--- src/rtl/keypad_scanner.sv ---
// 4x4 keypad column scanner with row synchronizer and tick-based debounce.
// Presents a stable {column,row} code pair plus press/held status to kpdecode.
module keypad_scanner #(
    parameter int unsigned SCAN_DIV     = 50000,
    parameter int unsigned DEBOUNCE_CNT = 16
) (
    input  logic       clk,
    input  logic       reset_n,
    input  logic [3:0] kpr_in,
    output logic [3:0] kpc,
    output logic [3:0] kpc_q,
    output logic [3:0] kpr_q,
    output logic       press,
    output logic       held
);

    localparam int unsigned PW = (SCAN_DIV > 1) ? $clog2(SCAN_DIV) : 1;
    localparam int unsigned CW = $clog2(DEBOUNCE_CNT + 1);
    localparam logic [PW-1:0] PRESC_LAST = PW'(SCAN_DIV - 1);
    localparam logic [CW-1:0] CNT_DONE   = CW'(DEBOUNCE_CNT);

    typedef enum logic [1:0] {
        SCAN,
        DEBOUNCE,
        HELD,
        RELEASE
    } state_t;

    state_t        state, state_next;
    logic [PW-1:0] presc;
    logic          tick;
    logic [3:0]    sync1, rows_s;
    logic [3:0]    cand, cand_next;
    logic [CW-1:0] cnt, cnt_next, cnt_inc;
    logic [3:0]    kpc_next, kpc_q_next, kpr_q_next, rotated;
    logic          held_next, press_next, row_valid;

    always_ff @(posedge clk or negedge reset_n) begin
        if (!reset_n) begin
            sync1  <= 4'hF;
            rows_s <= 4'hF;
        end else begin
            sync1  <= kpr_in;
            rows_s <= sync1;
        end
    end

    always_ff @(posedge clk or negedge reset_n) begin
        if (!reset_n)
            presc <= '0;
        else if (presc == PRESC_LAST)
            presc <= '0;
        else
            presc <= presc + PW'(1);
    end

    assign tick    = (presc == PRESC_LAST);
    assign cnt_inc = cnt + CW'(1);
    assign rotated = {kpc[0], kpc[3:1]};

    always_comb begin
        row_valid = 1'b0;
        case (rows_s)
            4'h7, 4'hB, 4'hD, 4'hE: row_valid = 1'b1;
            default:                row_valid = 1'b0;
        endcase
    end

    always_ff @(posedge clk or negedge reset_n) begin
        if (!reset_n) begin
            state <= SCAN;
            cand  <= 4'hF;
            cnt   <= '0;
            kpc   <= 4'b0111;
            kpc_q <= 4'b0111;
            kpr_q <= 4'hF;
            held  <= 1'b0;
            press <= 1'b0;
        end else begin
            state <= state_next;
            cand  <= cand_next;
            cnt   <= cnt_next;
            kpc   <= kpc_next;
            kpc_q <= kpc_q_next;
            kpr_q <= kpr_q_next;
            held  <= held_next;
            press <= press_next;
        end
    end

    // All decisions are gated by tick, so kpc always has a full scan period to settle
    always_comb begin
        state_next = state;
        cand_next  = cand;
        cnt_next   = cnt;
        kpc_next   = kpc;
        kpc_q_next = kpc_q;
        kpr_q_next = kpr_q;
        held_next  = held;
        press_next = 1'b0;
        if (tick) begin
            case (state)
                SCAN: begin
                    if (row_valid) begin
                        cand_next  = rows_s;
                        cnt_next   = CW'(1);
                        state_next = DEBOUNCE;
                    end else begin
                        kpc_next = rotated;
                    end
                end
                DEBOUNCE: begin
                    if (rows_s == cand) begin
                        cnt_next = cnt_inc;
                        if (cnt_inc == CNT_DONE) begin
                            state_next = HELD;
                            kpr_q_next = cand;
                            kpc_q_next = kpc;
                            held_next  = 1'b1;
                            press_next = 1'b1;
                        end
                    end else begin
                        state_next = SCAN;
                        cnt_next   = '0;
                        kpc_next   = rotated;
                    end
                end
                HELD: begin
                    if (rows_s != kpr_q) begin
                        state_next = RELEASE;
                        cnt_next   = CW'(1);
                    end
                end
                RELEASE: begin
                    if (rows_s == 4'hF) begin
                        cnt_next = cnt_inc;
                        if (cnt_inc == CNT_DONE) begin
                            state_next = SCAN;
                            kpr_q_next = 4'hF;
                            held_next  = 1'b0;
                            cnt_next   = '0;
                            kpc_next   = rotated;
                        end
                    end else if (rows_s == kpr_q) begin
                        state_next = HELD;
                        cnt_next   = '0;
                    end else begin
                        cnt_next = '0;
                    end
                end
                default: state_next = SCAN;
            endcase
        end
    end

endmodule

--- config.mk ---
export PLATFORM = sky130hd
export DESIGN_NAME = keypad_scanner
export DESIGN_NICKNAME = d
export VERILOG_FILES = /design/src/rtl/keypad_scanner.sv
export SDC_FILE = /design/constraint.sdc
export NUM_CORES = 1
export LEC_CHECK = 0
export BUFFER_PORTS_ARGS = -buffer_cell sky130_fd_sc_hd__buf_4
export CAP_MARGIN = 20
export CORE_MARGIN = 1
export CORE_UTILIZATION = 45
export CTS_CLUSTER_DIAMETER = 150
export DETAILED_ROUTE_END_ITERATION = 12
export PLACE_DENSITY_LB_ADDON = 0.12
export SETUP_SLACK_MARGIN = 0.5
export SLEW_MARGIN = 0
export SYNTH_ARGS = -nofsm -noshare
export SYNTH_HDL_FRONTEND = slang
export SYNTH_SLANG_ARGS = --single-unit
--- constraint.sdc ---
create_clock -name clk -period 2.25 [get_ports clk]
set_clock_uncertainty 0.2 [all_clocks]
set_input_delay 0.3375 -clock clk [delete_from_list [all_inputs] [get_ports clk]]
set_output_delay 0.3375 -clock clk [all_outputs]
set_load 0.02 [all_outputs]
==> results of run 1 <==
[path summary, 6_finish.rpt]
path	from	to	slack (ns)	cells after the start
min in group asynchronous	reset_n	cnt[0]$_DFFE_PN0P_	0.39	2
setup / recovery	presc[13]$_DFF_PN0_	kpc_q[3]$_DFFE_PN0P_	-0.07	5
setup reg to reg	presc[13]$_DFF_PN0_	kpc_q[3]$_DFFE_PN0P_	-0.07	5
max in group asynchronous	reset_n	presc[9]$_DFF_PN0_	1.05	2
hold reg to reg	sync1[0]$_DFF_PN1_	rows_s[0]$_DFF_PN1_	0.16	0
hold / removal	sync1[0]$_DFF_PN1_	rows_s[0]$_DFF_PN1_	0.16	0
[per-layer routing]
| layer | routed length (um) | track usage [%] | share of wire [%] |
|---|---|---|---|
| met1 | 2150 | 23.3 | 46 |
| met2 | 2310 | 32.4 | 49 |
| met3 | 189 | 4.61 | 4.0 |
| met4 | 71 | 5.98 | 1.5 |
| met5 | 0 | 0 | 0 |
[synth_stat cells, types with 2 or more instances]
master	instances	area (sq um)
nor2_1	14	52.6
dfstp_2	22	578
nand4_1	4	25.0
mux2_4	4	60.1
xnor2_1	17	149
mux2_2	10	113
o2bb2ai_1	2	17.5
ha_1	2	25.0
nand4b_1	2	17.5
nor4_4	2	42.5
and4_1	2	17.5
nand2_1	25	93.8
xor2_1	5	43.8
nand3_1	8	40.0
or3_1	2	12.5
o21ai_0	7	35.0
dfrtp_1	27	676
nand2b_1	3	18.8
and2_1	3	18.8
inv_1	3	11.3
o31ai_1	2	15.0
a22oi_1	2	15.0
nor3_1	2	10.0
clkbuf_1	6	22.5
o22a_2	4	40.0
a21oi_1	4	20.0
a32o_1	2	20.0
[critical path, delay by kind of cell (launching register included)]
kind          cells  cell delay, ns
simple gates      4            1.33
flops             1            0.39
mux               1            0.31
[kinds of logic after synthesis]
| kind of cell | count (synthesis) | share of synthesized area [%] |
|---|---|---|
| compound gates | 28 | 8.74 |
| buf+inv | 10 | 1.93 |
| mux | 15 | 7.82 |
| flops | 49 | 53.7 |
| simple gates | 74 | 18.5 |
| xor+xnor | 22 | 8.25 |
| fa+ha+maj | 2 | 1.07 |
[stage by stage]
stage          area (sq um)  setup TNS (ns)  util, %  hold slack, ns
3_3_place_gp           2780          -0.684     57.2           0.146
4_1_cts                3020          -0.487     62.3           0.160
2_1_floorplan          2390          -0.514        -          -0.158
5_1_grt                3060           -1.42     63.2           0.163
6_report               3060          -0.458     63.2           0.159
3_5_place_dp           2780           -1.55     57.2           0.148
[placed cells by master (no fill, tap or decap), types with 2 or more instances in the layout]
| cell type | count |
|---|---|
| o21ai_1 | 2 |
| a21oi_2 | 2 |
| nand3_1 | 8 |
| nor4_4 | 2 |
| and4_1 | 2 |
| clkinv_2 | 2 |
| o31ai_1 | 2 |
| a21oi_1 | 2 |
| xor2_1 | 5 |
| nand2_1 | 21 |
| mux2_2 | 5 |
| xnor2_1 | 16 |
| buf_6 | 5 |
| inv_1 | 3 |
| nand4_1 | 4 |
| nand2_4 | 2 |
| o22a_2 | 4 |
| dlygate4sd3_1 | 5 |
| clkbuf_8 | 5 |
| nand2b_1 | 3 |
| and2_1 | 3 |
| dfstp_2 | 22 |
| nand4b_1 | 2 |
| a22oi_1 | 2 |
| nor2_1 | 13 |
| nand2_2 | 2 |
| buf_4 | 49 |
| a32o_1 | 2 |
| o21ai_0 | 4 |
| dfrtp_1 | 27 |
| mux2_4 | 9 |
[registers in the layout, summed over array words and instances, names as in the netlist, 4 cells and up]
| name | flops |
|---|---|
| cnt | 5 |
| sync1 | 4 |
| kpc | 4 |
| rows_s | 4 |
| kpr_q | 4 |
| cand | 4 |
| kpc_q | 4 |
| presc | 16 |
[where the power goes]
part | leakage, nW | internal, W | switching, W
sequential | 0.591 | 0.000894 | 0.00000336
clock | 0.0450 | 0.000216 | 0.000281
combinational | 0.751 | 0.0000282 | 0.0000363
[area by class of cell]
type / count / area, sq um
multi-input cells: 141 / 1160
flip-flops and latches: 49 / 1250
well taps: 67 / 83.8
fillers: 368 / 1790
repair buffers: 59 / 474
inverters: 3 / 11.3
clock buffers: 6 / 72.6
clock inverters: 2 / 10.0
[timing repair]
item | in CTS | in global routing
endpoints found under the setup margin | 34 | 35
gates resized for setup | 14 | 9
pin swaps | 8 | 5
hold buffers | 5 | 0
setup buffers | 7 | 1
endpoints found under the hold margin | 31 | 0
==> flow_summary.ini, run 1 <==
[clock_network]
cts_buffers = 5
htreeDepth = 2
clock_path_buffers = 2
clk_pin_slew_worst_paths_ns = 0.09
cts_tree = done
root_buffer = clkbuf_8
cts.sink_count = 49
clk_latency_ns = 0.30

[place]
gp_congestion = 0.918
preCtsSetupSlack_ns = -0.145
dp_hpwl_mm = 3.31
portBuffers = 19
place_inst = 306

[floorplan]
ioPinCount = 20
fp-row-count = 25
dieHeight_um = 74.0
fp.dieW_um = 74.0
core_sq_um = 4850
start_util_pct = 48.2
fp.dieArea_sq_um = 5480

[yosys]
syn_inst = 200
syn-cell-area_sq_um = 2330
synth_edf_count = 0
synth_nets = 208
async_reset_ff_share_pct = 100
ys_warn_count = 0
yosysUniqueCellTypes = 41
postSynthAreaPerCell_sq_um = 11.7
synth_seq_cells = 49
synth_ff_type = dfrtp_1
seq_area_frac_synth_pct = 53.7

[power_and_ir_drop]
power.total_w = 0.00146
p_leak_nw = 1.39
powerDensity_nw_per_um2 = 477
vdd_drop_max_mv = 0.407

[timing]
maxSlewViolCount = 0
rsz0062_at_grt = true
setup_viol = 9
finalHoldViolCount = 0
tightestPinTransition_ns = 0.598
post-route-period-util_pct = 103
period_needed_ns = 2.32
fin_ws_ns = -0.0722
slew_headroom_pct = 60.1
max_freq_mhz = 431

[global_routing]
antenna_found_initial = 0
overflow = 0
grtUsageTotal_pct = 18.8
grt_max_degree = 50
grt_pass1_wl_mm = 7.76
grt_pass1_vias = 1707

[route]
drt-total-wl_mm = 4.73
first_iter_violations = 93
drt-wirelength-per-cell_um = 14.4
vias_per_cell = 5.27
drc_errors = 0
vias = 1722
drt-pass1-iter-count = 4
postRouteAntennaNets = 0

[setup_path]
worstPathCellList = or4bb_4 -> nor4_4 -> nand2_1 -> or3_4 -> mux2_4
crit_required_ns = 2.24
max_stage_delay_ns = 0.57
arrival_ns = 2.31
worst-path-max-fanout = 5
slowest_stage = or4bb_4
critical_path_class = reg2reg
end_kind = register
start_kind = register

[cells_and_area]
syn_to_final_growth_pct = 31.2
diodes = 0
drive_above_1_share_pct = 47.3
num-nets-final = 267
stdcell_count = 327

[job]
max_cap_violations = 0

[run_status]
violations = negative setup slack
status = finished with violations

[min_path]
min_path_type = reg2reg
Note: power is estimated with default switching activity, not from simulation.
==> run 2: changes to the inputs <==
--- a/config.mk
+++ b/config.mk
@@ -5,6 +5,7 @@
 export SDC_FILE = /design/constraint.sdc
 export NUM_CORES = 1
 export LEC_CHECK = 0
+export ABC_CLOCK_PERIOD_IN_PS = 2900
 export BUFFER_PORTS_ARGS = -buffer_cell sky130_fd_sc_hd__buf_4
 export CAP_MARGIN = 20
 export CORE_MARGIN = 1
==> constraint.sdc (replaced) <==
create_clock -name clk -period 2.9 [get_ports clk]
set_clock_uncertainty 0.2 [all_clocks]
set_input_delay 0.435 -clock clk [delete_from_list [all_inputs] [get_ports clk]]
set_output_delay 0.435 -clock clk [all_outputs]
set_load 0.02 [all_outputs]
==> run 2 against run 1 <==
  * The run now ends clean
  * Core utilization fell by 6.1 points
  * Combinational power fell by 48%
  * Sequential power fell by 22%
  * Critical path depth did not move
  * First-iteration DRC count rose by 2.2%
  * Critical endpoint unchanged
  * Largest power group unchanged
  * Highest routed layer unchanged
==> flow_summary.ini, run 2 (same netlist as run 1, synthesis figures left out) <==
[run_status]
status = finished, final reports clean

[setup_path]
cp-startpoint = presc[11]$_DFF_PN0_
reg2reg_slack_ns = 0.53
max_stage_delay_ns = 0.56
end_kind = register
crit_required_ns = 2.88
worst-path-max-fanout = 6
rr_startpoint = presc[11]$_DFF_PN0_
start_kind = register
worstPathCellList = or4b_4 -> nor4_4 -> nand2_1 -> or3_4 -> mux2_4
crit_family = simple AND/OR/NAND/NOR gates
slowest_stage = or4b_4
cp_num_buf_inv = 0
critical_path_class = reg2reg
arrival_ns = 2.35

[global_routing]
grt_max_degree = 50
grt_pass1_wl_mm = 7.62
overflow = 0
grtUsageTotal_pct = 18.5
antenna_found_initial = 0
grt_pass1_vias = 1625

[cells_and_area]
regMostFlops = presc
final_cell_mix = buf_4, nand2_1, dfrtp_1, dfstp_2, xnor2_1
reg.largest.list = presc (16), cnt (5)
layout_commonest_cell = buf_4
diodes = 0
syn_to_final_growth_pct = 18.6
num-nets-final = 238
drive_above_1_share_pct = 39.0
largest_reg_flops = 16
stdcell_count = 298

[timing]
finalHoldViolCount = 0
maxSlewViolCount = 0
setup_viol = 0
max_freq_mhz = 423
tns_ns = 0
slew_headroom_pct = 56.0
tightestPinTransition_ns = 0.654
period_needed_ns = 2.37
rsz0062_at_grt = true
post-route-period-util_pct = 81.6

[clock_network]
clk_latency_ns = 0.29
cts_buffers = 5
htreeDepth = 2
root_buffer = clkbuf_8
clock_path_buffers = 2
cts.sink_count = 49
cts_tree = done
clk_pin_slew_worst_paths_ns = 0.09

[min_path]
min_path_type = in2reg
worst_hold_startpoint = kpr_in[3]

[route]
first_iter_violations = 95
vias = 1618
drt-pass1-iter-count = 5
drt-wirelength-per-cell_um = 15.1
vias_per_cell = 5.43
postRouteAntennaNets = 0
drt-total-wl_mm = 4.51
drc_errors = 0

[floorplan]
dieHeight_um = 74.0
ioPinCount = 20
start_util_pct = 48.2
core_sq_um = 4850
fp-row-count = 25
fp.dieW_um = 74.0
fp.dieArea_sq_um = 5480

[place]
dp_hpwl_mm = 3.27
place_inst = 281
gp_congestion = 0.857
portBuffers = 19

[power_and_ir_drop]
powerDensity_nw_per_um2 = 432
p_leak_nw = 1.21
vdd_drop_max_mv = 0.302

[job]
max_cap_violations = 0
## run 2: changes by cell type in the layout (fill, tap and decap cells not counted), sizes merged
cell         change
inv              +1
buf             -25
clkbuf           +1
clkinv           -2
dlygate4sd3      -4
## run 2: path summary, 6_finish.rpt
path | end | cells after the start
setup / recovery | kpc_q[3]$_DFFE_PN0P_ | 5
hold / removal | sync1[3]$_DFF_PN1_ | 1
setup reg to reg | kpc_q[3]$_DFFE_PN0P_ | 5
hold reg to reg | rows_s[2]$_DFF_PN1_ | 0
max in group asynchronous | presc[6]$_DFF_PN0_ | 2
min in group asynchronous | cnt[2]$_DFFE_PN0P_ | 2
## run 2: routing by layer
| layer | wire [um] | global-route usage [%] | vias up |
|---|---|---|---|
| met3 | 167 | 3.39 | 4 |
| met1 | 1970 | 23.1 | 796 |
| met2 | 2340 | 32.4 | 52 |
| met4 | 38 | 5.77 | 0 |
| met5 | 0 | 0 | - |
| li1 | - | - | 766 |
## run 2: cell type report
cell class / instances / area [sq um]
clock buffers: 7 / 108
repair buffers: 30 / 240
inverters: 3 / 11.3
flip-flops and latches: 49 / 1260
clock inverters: 1 / 6.26
multi-input cells: 141 / 1060
fillers: 420 / 2080
well taps: 67 / 83.8
## run 2: worst register-to-register path, stage by stage (launching register included)
cell and delay [ns]:
dfrtp_2 0.43, or4b_4 0.56, nor4_4 0.24, nand2_1 0.10, or3_4 0.41, mux2_4 0.31
## run 2: power by group
part | total [W] | internal (W) | leakage, nW | switching (W)
Sequential | 0.000701 | 0.000694 | 0.588 | 0.00000703
Clock | 0.000462 | 0.000246 | 0.0599 | 0.000215
Combinational | 0.0000335 | 0.0000132 | 0.560 | 0.0000203
## run 2: metrics by stage
stage / hold slack [ns] / worst slack (ns) / instance area, sq um / power [W] / utilization, %
2_1_floorplan: -0.0606 / 0.494 / 2340 / 0.000725 / -
3_3_place_gp: 0.146 / 0.348 / 2550 / 0.000744 / 52.5
3_5_place_dp: 0.147 / 0.278 / 2550 / 0.000746 / 52.5
4_1_cts: 0.0309 / 0.480 / 2740 / 0.00122 / 56.5
5_1_grt: 0.0216 / 0.456 / 2770 / 0.00125 / 57.1
6_report: 0.0456 / 0.534 / 2770 / 0.00120 / 57.1
## run 2: repair_timing
item	CTS	global route
setup buffers	6	2
hold endpoints to repair	27	0
hold buffers	1	0
endpoints found under the setup margin	13	13
gates resized for setup	4	4
pin swaps	5	1
